`config.mk`:
```
export PLATFORM = sky130hd
export DESIGN_NAME = pcpi_issue_ctrl
export DESIGN_NICKNAME = d
export VERILOG_FILES = /design/src/rtl/pcpi_pkg.sv /design/src/rtl/pcpi_resp_select.sv /design/src/rtl/pcpi_issue_ctrl.sv
export SDC_FILE = /design/constraint.sdc
export NUM_CORES = 1
export LEC_CHECK = 0
export BUFFER_PORTS_ARGS = -buffer_cell sky130_fd_sc_hd__clkbuf_2
export CORE_AREA = 2 2 117 119
export DETAILED_ROUTE_END_ITERATION = 10
export DIE_AREA = 0 0 119 121
export PLACE_DENSITY = 0.79
export SYNTH_ARGS = -nofsm -noshare
export SYNTH_HDL_FRONTEND = slang
export SYNTH_SLANG_ARGS = --single-unit
```
`constraint.sdc`:
```
create_clock -name clk -period 5.4 [get_ports clk]
set_input_delay 1.08 -clock clk [delete_from_list [all_inputs] [get_ports clk]]
set_output_delay 1.08 -clock clk [all_outputs]
set_load 0.02 [all_outputs]
```
`src/rtl/pcpi_pkg.sv`:
```
// Shared types for the PCPI issue/collect stage: FSM states, MUL/DIV decode
// constants and the response record returned to the core.
package pcpi_pkg;

    typedef enum logic [1:0] {
        IDLE  = 2'd0,
        ISSUE = 2'd1,
        RESP  = 2'd2
    } state_t;

    localparam logic [6:0] OPCODE_OP     = 7'b0110011;
    localparam logic [6:0] FUNCT7_MULDIV = 7'b0000001;

    typedef struct packed {
        logic        wr;
        logic [31:0] rd;
        logic        trap;
    } resp_t;

endpackage

```
`src/rtl/pcpi_resp_select.sv`:
```
// Priority select of result/status across N co-processors; index 0 has the
// highest priority (the multiplier sits there).
module pcpi_resp_select #(
    parameter int N = 2
) (
    input  logic [N-1:0]       cp_wr,
    input  logic [N-1:0]       cp_ready,
    input  logic [N-1:0]       cp_wait,
    input  logic [N-1:0][31:0] cp_rd,
    output logic               any_ready,
    output logic               any_wait,
    output logic               sel_wr,
    output logic [31:0]        sel_rd
);

    // Walk from lowest priority up so the last hit (lowest index) wins.
    always_comb begin
        sel_wr = 1'b0;
        sel_rd = '0;
        for (int i = N - 1; i >= 0; i--) begin
            if (cp_ready[i]) begin
                sel_wr = cp_wr[i];
                sel_rd = cp_rd[i];
            end
        end
    end

    assign any_ready = |cp_ready;
    assign any_wait  = |cp_wait;

endmodule

```
`src/rtl/pcpi_issue_ctrl.sv`:
```
// Core-side PCPI issue/collect: broadcasts one request to the co-processors,
// collects the first ready result, or traps if nobody claims it in time.
//
// state | meaning
// IDLE  | waiting for a core request; req_ready high
// ISSUE | pcpi_valid high, watching wait/ready, timeout counting
// RESP  | response held for the core until resp_accept
module pcpi_issue_ctrl
    import pcpi_pkg::*;
#(
    parameter int TIMEOUT_CYCLES = 16,
    parameter bit ENABLE_DIV     = 1'b1
) (
    input  logic        clk,
    input  logic        resetn,
    input  logic        req_valid,
    input  logic [31:0] req_insn,
    input  logic [31:0] req_rs1,
    input  logic [31:0] req_rs2,
    output logic        req_ready,
    output logic        resp_valid,
    output logic        resp_wr,
    output logic [31:0] resp_rd,
    output logic        resp_trap,
    input  logic        resp_accept,
    output logic        pcpi_valid,
    output logic [31:0] pcpi_insn,
    output logic [31:0] pcpi_rs1,
    output logic [31:0] pcpi_rs2,
    input  logic        mul_wr,
    input  logic        mul_wait,
    input  logic        mul_ready,
    input  logic [31:0] mul_rd,
    input  logic        div_wr,
    input  logic        div_wait,
    input  logic        div_ready,
    input  logic [31:0] div_rd
);

    localparam int              CW       = $clog2(TIMEOUT_CYCLES + 1);
    localparam logic [CW-1:0]   CNT_LAST = CW'(TIMEOUT_CYCLES - 1);

    state_t        state, state_nxt;
    logic [CW-1:0] cnt, cnt_nxt;
    resp_t         resp_q, resp_nxt;
    logic          resp_valid_nxt, pcpi_valid_nxt;
    logic [31:0]   insn_nxt, rs1_nxt, rs2_nxt;

    logic          any_ready, any_wait, sel_wr;
    logic [31:0]   sel_rd;

    pcpi_resp_select #(.N(2)) u_sel (
        .cp_wr     ({div_wr    & ENABLE_DIV, mul_wr}),
        .cp_ready  ({div_ready & ENABLE_DIV, mul_ready}),
        .cp_wait   ({div_wait  & ENABLE_DIV, mul_wait}),
        .cp_rd     ({div_rd & {32{ENABLE_DIV}}, mul_rd}),
        .any_ready (any_ready),
        .any_wait  (any_wait),
        .sel_wr    (sel_wr),
        .sel_rd    (sel_rd)
    );

    assign req_ready  = (state == IDLE) && resetn;
    assign resp_wr    = resp_q.wr;
    assign resp_rd    = resp_q.rd;
    assign resp_trap  = resp_q.trap;

    always_comb begin
        state_nxt      = state;
        cnt_nxt        = cnt;
        resp_nxt       = resp_q;
        resp_valid_nxt = resp_valid;
        pcpi_valid_nxt = pcpi_valid;
        insn_nxt       = pcpi_insn;
        rs1_nxt        = pcpi_rs1;
        rs2_nxt        = pcpi_rs2;
        unique case (state)
            IDLE: begin
                if (req_valid && req_ready) begin
                    insn_nxt       = req_insn;
                    rs1_nxt        = req_rs1;
                    rs2_nxt        = req_rs2;
                    pcpi_valid_nxt = 1'b1;
                    cnt_nxt        = '0;
                    state_nxt      = ISSUE;
                end
            end
            ISSUE: begin
                // Ready beats both wait and an expiring counter.
                if (any_ready) begin
                    resp_nxt       = '{wr: sel_wr, rd: sel_rd, trap: 1'b0};
                    pcpi_valid_nxt = 1'b0;
                    resp_valid_nxt = 1'b1;
                    state_nxt      = RESP;
                end else if (any_wait) begin
                    cnt_nxt = '0;
                end else if (cnt >= CNT_LAST) begin
                    resp_nxt       = '{wr: 1'b0, rd: 32'd0, trap: 1'b1};
                    pcpi_valid_nxt = 1'b0;
                    resp_valid_nxt = 1'b1;
                    state_nxt      = RESP;
                end else begin
                    cnt_nxt = cnt + CW'(1);
                end
            end
            RESP: begin
                if (resp_accept) begin
                    resp_valid_nxt = 1'b0;
                    state_nxt      = IDLE;
                end
            end
            default: state_nxt = IDLE;
        endcase
    end

    always_ff @(posedge clk) begin
        if (!resetn) begin
            state      <= IDLE;
            cnt        <= '0;
            resp_q     <= '0;
            resp_valid <= 1'b0;
            pcpi_valid <= 1'b0;
            pcpi_insn  <= '0;
            pcpi_rs1   <= '0;
            pcpi_rs2   <= '0;
        end else begin
            state      <= state_nxt;
            cnt        <= cnt_nxt;
            resp_q     <= resp_nxt;
            resp_valid <= resp_valid_nxt;
            pcpi_valid <= pcpi_valid_nxt;
            pcpi_insn  <= insn_nxt;
            pcpi_rs1   <= rs1_nxt;
            pcpi_rs2   <= rs2_nxt;
        end
    end

endmodule

```
**Word-level counts from Yosys, hierarchy flattened**

Cells that the tools add are included.

- Register bits after elaboration: 139
- Input bits: 170
- Logic and storage cells: 63
- Output and inout port bits: 133

- Mux-type cells: 28
- Equal/unequal tests: 9
- Reduce and logical (&&, ||, !) cells: 14
- Add/sub/neg operators: 1
- Order comparisons: 1

Operators with widths:

| kind | count |
|---|---|
| $mux W34 | 3 |
| $mux W32 | 2 |
| $mux W5 | 4 |
| $reduce_and A4 Y1 | 4 |
| $mux W1 | 10 |
| $mux W2 | 5 |
| $pmux W5 S2 | 1 |
| $ne A3 B3 Y1 const B | 3 |
| $ne A2 B2 Y1 const B | 3 |
| $pmux W2 S3 | 1 |
| $reduce_bool A2 Y1 | 3 |
| $add A5 B1 Y5 const B | 1 |
| $ge A5 B4 Y1 const B | 1 |
| $pmux W1 S2 | 2 |
| $reduce_or A2 Y1 | 2 |
| $reduce_and A3 Y1 | 1 |
| $eq A2 B1 Y1 const B | 1 |
| $eq A2 B2 Y1 const B | 1 |
| $logic_and A1 B1 Y1 | 2 |
| $logic_not A2 Y1 | 1 |
| $ne A2 B1 Y1 const B | 1 |
| $reduce_and A2 Y1 | 1 |

**Depth between registers and ports, before layout**

Gate-level depths: netlist (run 1).

- Depth after elaboration: 5
- Mapped depth: 8
- Gate-level depth less buffers: 7

**Modules after synthesis**

A second synthesis (run 1) with hierarchy kept.

- Cells, all modules: 592
- Area, all modules: 5723.0 um2

By module, submodules not included:

| module | cells each | area an instance (um2) | seq. area each (um2) | instances |
|---|---|---|---|---|
| pcpi_issue_ctrl | 545 | 5338.9 | 2782.7 | 1 |
| pcpi_resp_select | 47 | 384.1 | 0.0 | 1 |

**Least setup slack after synthesis (run 1)**

OpenSTA, ideal clock, no wires.

- Kind: input -> output
- Start point: input resetn
- End point: output req_ready
- Stages: 1
- Path slack: 2.634 ns
- Buffers on the path: 0
- Data required time: 4.320 ns
- Arrival: 1.686 ns
- Cell sequence: nor3b_1

- Word-level cells in the longest chain between the ends: 1

Ends and longest elaborated chain:

| what | RTL line | source |
|---|---|---|
| start, declared | pcpi_issue_ctrl.sv:15 | `input logic resetn,` |
| $logic_and A1 B1 Y1 | pcpi_issue_ctrl.sv:63 | `assign req_ready = (state == IDLE) && resetn;` |
| end, declared | pcpi_issue_ctrl.sv:20 | `output logic req_ready,` |

No other way between the ends.

**Final worst setup path (run 1)**

Same ends and word-level chain as after synthesis.

==> summary.md, run 1 <==
| Metric | Value |
|---|---|
| Global route total overflow | `0` |
| Post-layout nets | `1056` |
| Initial antenna violation count | `0` |
| Die X | `119 um` |
| Final Util | `56.0%` |
| I/O pin total | `303` |
| Wire per inst | `13.5 um` |
| Wire length on met2 | `7080 um` |
| Highest Clock Rate | `316 MHz` |
| First-pass GRT wire length | `22900 um` |
| Yosys warning count | `0` |
| Worst hold endpoint | `pcpi_rs2[13]` |
| R2r startpoint | `cnt[0]` |
| Worst skew pair latency | `0.41 ns` |
| Die area | `0.0144 mm2` |
| Status | `complete, no violations` |
| Post-layout instance area | `0.00733 mm2` |
| Syn Nets | `780` |
| Peak VDD IR | `188 uV` |
| CTS tree | `built` |
| Cell Area, Placed | `0.00671 mm2` |
| CTS Buf Count | `17` |
| Crit Path Max Fanout | `13` |
| DRC viols | `0` |
| Setup TNS | `0 ns` |
| Top-area cell type share of the netlist area | `54.0%` |
| RR Endpoint | `resp_rd[18]` |
| Pleak | `3.31 nW` |
| Min-Delay Path Depth | `2` |
| Synth-to-layout area growth | `42.4%` |
| PD cells | `364 mW/mm2` |
| WL final | `14500 um` |
| RSZ-0062 raised after global routing | `false` |
| CTS Root Cell | `clkbuf_16` |
| Row count | `42` |
| Footprint of the multi-input gates | `0.00215 mm2` |
| Most common cell after layout, fill and taps aside | `clkbuf_2` |
| R2R cell count | `8` |
| Type of origin of the critical path | `input port` |
| Via density | `4.85` |
| Met1 Routed Length | `5910 um` |
| Reg area | `0.00278 mm2` |
| Final RePlAce weighted congestion | `0.797` |
| Leading area contributor after synthesis | `dfxtp_1` |
| Core Area | `0.0131 mm2` |
| Relative slew slack | `23.0%` |
| Worst EP required | `4.32 ns` |
| Hold Buf Count CTS | `0` |
| Fill count | `1221` |
| Final worst path period share | `58.7%` |
| Most frequent cells in the layout | `clkbuf_2 (302), nand2_1 (198), dfxtp_1 (139)` |
| Met3 Wirelength | `1100 um` |
| Post-synthesis register bit count | `139` |
| Clock Tree Buf Depth | `2` |
| Fin crit period | `3.17 ns` |
| Max incr delay on CP | `0.48 ns` |
| Post-Syn Instances | `608` |
| Final setup viols | `0` |
| Slowest-stage cell, CP | `nor3b_1` |
| Endpoints failing hold | `0` |
| Worst-margin pin slew | `1.15 ns` |
| Clock-pin slew on the worst setup and hold paths | `0.06 ns` |
| Clk_skew | `0.00772 ns` |
| Crit path arrival time | `2.09 ns` |
| Total track usage | `19.7%` |
| Initial core utilization | `39.4%` |
| Worst reg-to-reg setup slack | `2.89 ns` |
| First-pass iteration count of the detailed router | `5` |
| Top cells by area, synth | `dfxtp_1 (54%), nand2_1 (15%), a21oi_1 (9.7%)` |
| IO Port Bufs | `302` |
| Type of element capturing the critical path | `primary output` |
| Cell mode on critical path | `clkbuf_2` |
| Setup repair bufs after CTS | `0` |
| Sequential area share after synthesis | `54.0%` |
| DR vias | `5199` |
| HP Start | `pcpi_rs2[13]` |
| Drt initial violations | `280` |
| Pin count of the biggest net entering global routing | `100` |
| Synth unique cells | `41` |
| Crit-path cells | `clkbuf_2 -> nor3b_1 -> clkbuf_2` |
| Share of post-route cells with drive strength above 1 | `38.8%` |
| Clk sinks | `139` |
| Vias in the first global route | `4875` |
| Die height | `121 um` |
| Placed wire-length estimate | `10300 um` |
| Crit path kind | `in -> out` |
| Mean Syn Cell Area | `8.47 um2` |
| Hold Crit Class | `reg -> reg` |
| Post-Syn Area | `0.00515 mm2` |
| Htree depth | `4` |
| Inserted Diodes | `0` |
| Max Used Layer | `met4` |
| DRT antenna net count | `0` |
| Slew Limit Fails | `0` |
| MaxCap Viol Count | `0` |
| CTS resizes | `0` |
## state kept, by name, indices dropped and copies added, names as in the netlist
signal,flops
cnt,5
pcpi_insn,32
pcpi_rs1,32
pcpi_rs2,32
pcpi_valid,1
resp_rd,32
resp_trap,1
resp_valid,1
resp_wr,1
state,2
## synthesized netlist by cell type (all sizes together)
| cell | instances |
|---|---|
| o211ai | 3 |
| o32ai | 1 |
| nor3b | 1 |
| nand3b | 2 |
| nand2b | 1 |
| dfxtp | 139 |
| a22oi | 33 |
| nand4b | 1 |
| nor2 | 19 |
| a311oi | 1 |
| a211oi | 14 |
| o21a | 2 |
| o21ai | 1 |
| inv | 4 |
| a221oi | 1 |
| nand2 | 199 |
| nor4bb | 1 |
| nand3 | 2 |
| buf | 18 |
| mux2i | 2 |
| o2bb2ai | 17 |
| and2 | 1 |
| or2 | 1 |
| clkbuf | 30 |
| nor2b | 1 |
| nor4 | 1 |
| and3 | 1 |
| a2111oi | 1 |
| o211a | 1 |
| a31oi | 2 |
| nand4 | 1 |
| a31o | 1 |
| o221a | 1 |
| nor4b | 1 |
| a21oi | 100 |
| ha | 2 |
| and4b | 1 |
## where the power goes
part	internal, W	total, W	switching [W]	leakage [nW]
clock network	0.000768	0.00121	0.000443	0.300
registers	0.00108	0.00111	0.0000297	1.13
logic	0.000130	0.000345	0.000215	1.87
## logic make-up after synthesis
family	synth area share, %
and+or+nand+nor	18.6
AOI/OAI and AO/OA	22.1
adders and majority gates	0.486
DFF	54.0
muxes	0.389
buffers and inverters	4.40
## worst max path at each step
stage / endpoint / start / slack (ns)
after floorplan: req_ready / resetn / 2.63
after global placement: pcpi_valid / resetn / 2.08
after detailed placement: resp_rd[26] / resetn / 2.10
after CTS: req_ready / resetn / 2.21
after global routing: req_ready / resetn / 2.18
final: req_ready / resetn / 2.23
## per-stage QoR
stage / setup WS [ns] / power (W) / cells / hold WS (ns)
2_1_floorplan: 2.63 / 0.00134 / 608 / 0.469
3_3_place_gp: 2.08 / 0.00148 / 1041 / 0.441
3_5_place_dp: 2.10 / 0.00148 / 1041 / 0.446
4_1_cts: 2.21 / 0.00270 / 1073 / 0.454
5_1_grt: 2.18 / 0.00279 / 1073 / 0.466
6_report: 2.23 / 0.00267 / 1073 / 0.453
## final cells by class
cell class | instances | share of cell area (%)
Timing Repair Buffer | 305 | 20.9
Tap cell | 176 | 3.00
Sequential cell | 139 | 37.9
Multi-Input combinational cell | 417 | 29.3
Inverter | 4 | 0.222
Clock inverter | 12 | 2.20
Clock buffer | 20 | 6.36
## worst max-delay path: cells and delay by family
family	cells	cell delay, ns
simple gates	1	0.48
buf+inv	2	0.52
## per-layer routing
| layer | vias up | global-route usage [%] |
|---|---|---|
| met3 | 33 | 6.25 |
| met1 | 2314 | 23.0 |
| met2 | 207 | 33.1 |
| met4 | 0 | 9.15 |
| met5 | - | 0 |
| li1 | 2645 | - |
Power figures use the tool's default switching activity.
==> run 2, diff against run 1 <==
- CORE_AREA: 2 2 117 119 -> default
- CORE_ASPECT_RATIO: default -> 1.5
- CORE_MARGIN: default -> 2
- CORE_UTILIZATION: default -> 39
- DIE_AREA: 0 0 119 121 -> default
- PLACE_DENSITY: 0.79 -> 0.82
- clock period: 5.4 -> 2.9 ns (I/O delays scaled with it)
==> summary.md, run 2 (synthesized netlist as in run 1, its figures left out) <==
| Metric | Value |
|---|---|
| Crit path arrival time | `2.56 ns (+0.47 ns)` |
| CTS Buf Count | `17 (unchanged)` |
| Dpl cells | `1031 (-0.96%)` |
| Peak VDD IR | `354 uV (+89%)` |
| Placed wire-length estimate | `10800 um (+4.0%)` |
| WL final | `14700 um (+0.94%)` |
| Die height | `145 um (+20%)` |
| Clk_skew | `0.00660 ns (-0.00112 ns)` |
| CTS tree | `built` |
| Share of post-route cells with drive strength above 1 | `39.1% (+0.30 points)` |
| MaxCap Viol Count | `0 (unchanged)` |
| Clock Tree Buf Depth | `2 (unchanged)` |
| Pin count of the biggest net entering global routing | `97 (-3.0%)` |
| Worst reg-to-reg setup slack | `0.64 ns (-2.25 ns)` |
| Highest Clock Rate | `442 MHz` |
| I/O pin total | `303 (unchanged)` |
| Final setup viols | `0 (unchanged)` |
| Final RePlAce weighted congestion | `0.839 (+5.2%)` |
| Worst-margin pin slew | `0.634 ns (-0.517 ns)` |
| R2R cell count | `7 (-1)` |
| Die area | `0.0142 mm2 (-1.7%)` |
| Most common cell after layout, fill and taps aside | `clkbuf_2` |
| Via density | `4.94 (+1.9%)` |
| Initial antenna violation count | `0 (unchanged)` |
| Row count | `51 (+21%)` |
| PD cells | `666 mW/mm2 (+83%)` |
| Fill count | `1220 (-0.082%)` |
| Cell mode on critical path | `ha_1` |
| Vias in the first global route | `4900 (+0.51%)` |
| Drt initial violations | `139 (-50%)` |
| Relative slew slack | `57.7% (+35 points)` |
| Setup repair bufs after CTS | `0 (unchanged)` |
| Status | `complete, no violations` |
| Pre-CTS WS | `0.606 ns (-1.49 ns)` |
| Min-Delay Path Depth | `3 (+1)` |
| Pleak | `3.34 nW (+1.0%)` |
| Total track usage | `19.8% (+0.036 points)` |
| RSZ-0062 raised after global routing | `false` |
| Setup ws final | `0.636 ns (-1.60 ns)` |
| DRC viols | `0 (unchanged)` |
| Worst skew pair latency | `0.40 ns (about the same)` |
| First-pass iteration count of the detailed router | `4 (-1)` |
| Type of element capturing the critical path | `register` |
| Synth-to-layout area growth | `43.1%` |
| Slowest-stage cell, CP | `dfxtp_1` |
| Fin crit period | `2.26 ns` |
| Inserted Diodes | `0 (unchanged)` |
| Hold Buf Count CTS | `0 (unchanged)` |
| Most used routing layer | `met2` |
| CTS Root Cell | `clkbuf_16` |
| Clock-pin slew on the worst setup and hold paths | `0.06 ns (about the same)` |
| DR vias | `5243 (+0.85%)` |
| Die X | `97.8 um (-18%)` |
| Crit path kind | `reg -> reg` |
| Finished Layout Cells | `1062 (-1.0%)` |
| Post-layout nets | `1063 (+0.66%)` |
| Type of origin of the critical path | `register` |
| Core Area | `0.0130 mm2 (-1.0%)` |
| IO Port Bufs | `302 (unchanged)` |
| R2r startpoint | `cnt[0]` |
| Hold Crit Class | `in -> reg` |
| Worst EP required | `3.19 ns (-1.13 ns)` |
| Worst hold endpoint | `pcpi_insn[12]` |
| Crit-path cells | `ha_1 -> and3_1 -> ha_1 -> nor4_4 -> a22oi_1 -> o21a_1 -> a31o_2` |
| Grt met2 use | `37.3% (+4.2 points)` |
| CTS resizes | `0 (unchanged)` |
| Crit Path Max Fanout | `6 (-7)` |
| Initial core utilization | `39.8% (+0.40 points)` |
| Final worst path period share | `78.1%` |
| Wire per inst | `13.8 um (+2.0%)` |
| Clk sinks | `139 (unchanged)` |
| Endpoints failing hold | `0 (unchanged)` |
| GR Layer Usage met3 | `5.04% (-1.2 points)` |
| HP Start | `req_insn[12]` |
| Global route total overflow | `0 (unchanged)` |
| Crit path max-delay family | `compound AO/OA/AOI/OAI gates` |
| Most frequent cells in the layout | `clkbuf_2 (302), nand2_1 (198), dfxtp_1 (139)` |
| Max incr delay on CP | `0.35 ns (-0.13 ns)` |
| Slew Limit Fails | `0 (unchanged)` |
| Setup TNS | `0 ns (unchanged)` |
| Htree depth | `4 (unchanged)` |
| Met1 Use GR | `21.0% (-1.9 points)` |
| WP buf/inv | `0 (-2)` |
| First-pass GRT wire length | `22900 um (about the same)` |
| DRT antenna net count | `0 (unchanged)` |
| RR Endpoint | `cnt[0]` |
run 2: cell count changes in the layout (fill, tap and decap cells not counted), sizes merged:
cell	change
clkbuf	-2
clkinv	+2
clkinvlp	-1
buf	+7
run 2: metal layers:
| metal | share of wire, % | vias to the layer above |
|---|---|---|
| li1 | - | 2658 |
| met1 | 38 | 2361 |
| met2 | 54 | 199 |
| met3 | 5.7 | 25 |
| met4 | 2.0 | 0 |
| met5 | 0 | - |
run 2: layout make-up:
| cell class | instances | area [um2] | area share [%] |
|---|---|---|---|
| Sequential cell | 139 | 2780 | 37.8 |
| Multi-Input combinational cell | 417 | 2150 | 29.2 |
| Timing Repair Buffer | 312 | 1620 | 22.0 |
| Clock buffer | 18 | 429 | 5.82 |
| Tap cell | 159 | 199 | 2.70 |
| Clock inverter | 13 | 168 | 2.27 |
| Inverter | 4 | 16.3 | 0.221 |
run 2: worst max-delay path by stage:
stage                          from       endpoint  slack (ns)  depth (start not counted)
after floorplan              resetn   pcpi_rs2[10]        0.73                          6
after global placement    mul_ready         cnt[0]        0.66                          5
after detailed placement     resetn  pcpi_insn[13]        0.61                          6
after CTS                    cnt[0]         cnt[0]        0.64                          7
after global routing         cnt[0]    resp_rd[11]        0.50                          8
final                        cnt[0]         cnt[0]        0.64                          7
run 2: worst reg2reg max path, delay by kind of cell (launching register included):
kind,cells,cell delay (ns)
AND/OR/NAND/NOR,2,0.54
adder cells (fa/ha/maj),2,0.44
flip-flops,1,0.35
AO/OA/AOI/OAI,3,0.83
run 2: per-stage QoR:
stage	total power, W	hold WS (ns)	area [um2]	utilization (%)
5_1_grt	0.00511	0.380	7370	56.9
3_3_place_gp	0.00276	0.441	6770	52.3
6_report	0.00491	0.396	7370	56.9
3_5_place_dp	0.00278	0.446	6770	52.3
2_1_floorplan	0.00249	0.469	5150	-
4_1_cts	0.00496	0.380	7370	56.9
run 2: where the power goes:
part	switching (W)	total (W)	internal (W)
logic	0.000407	0.000662	0.000255
registers	0.0000532	0.00207	0.00201
clock network	0.000824	0.00218	0.00136
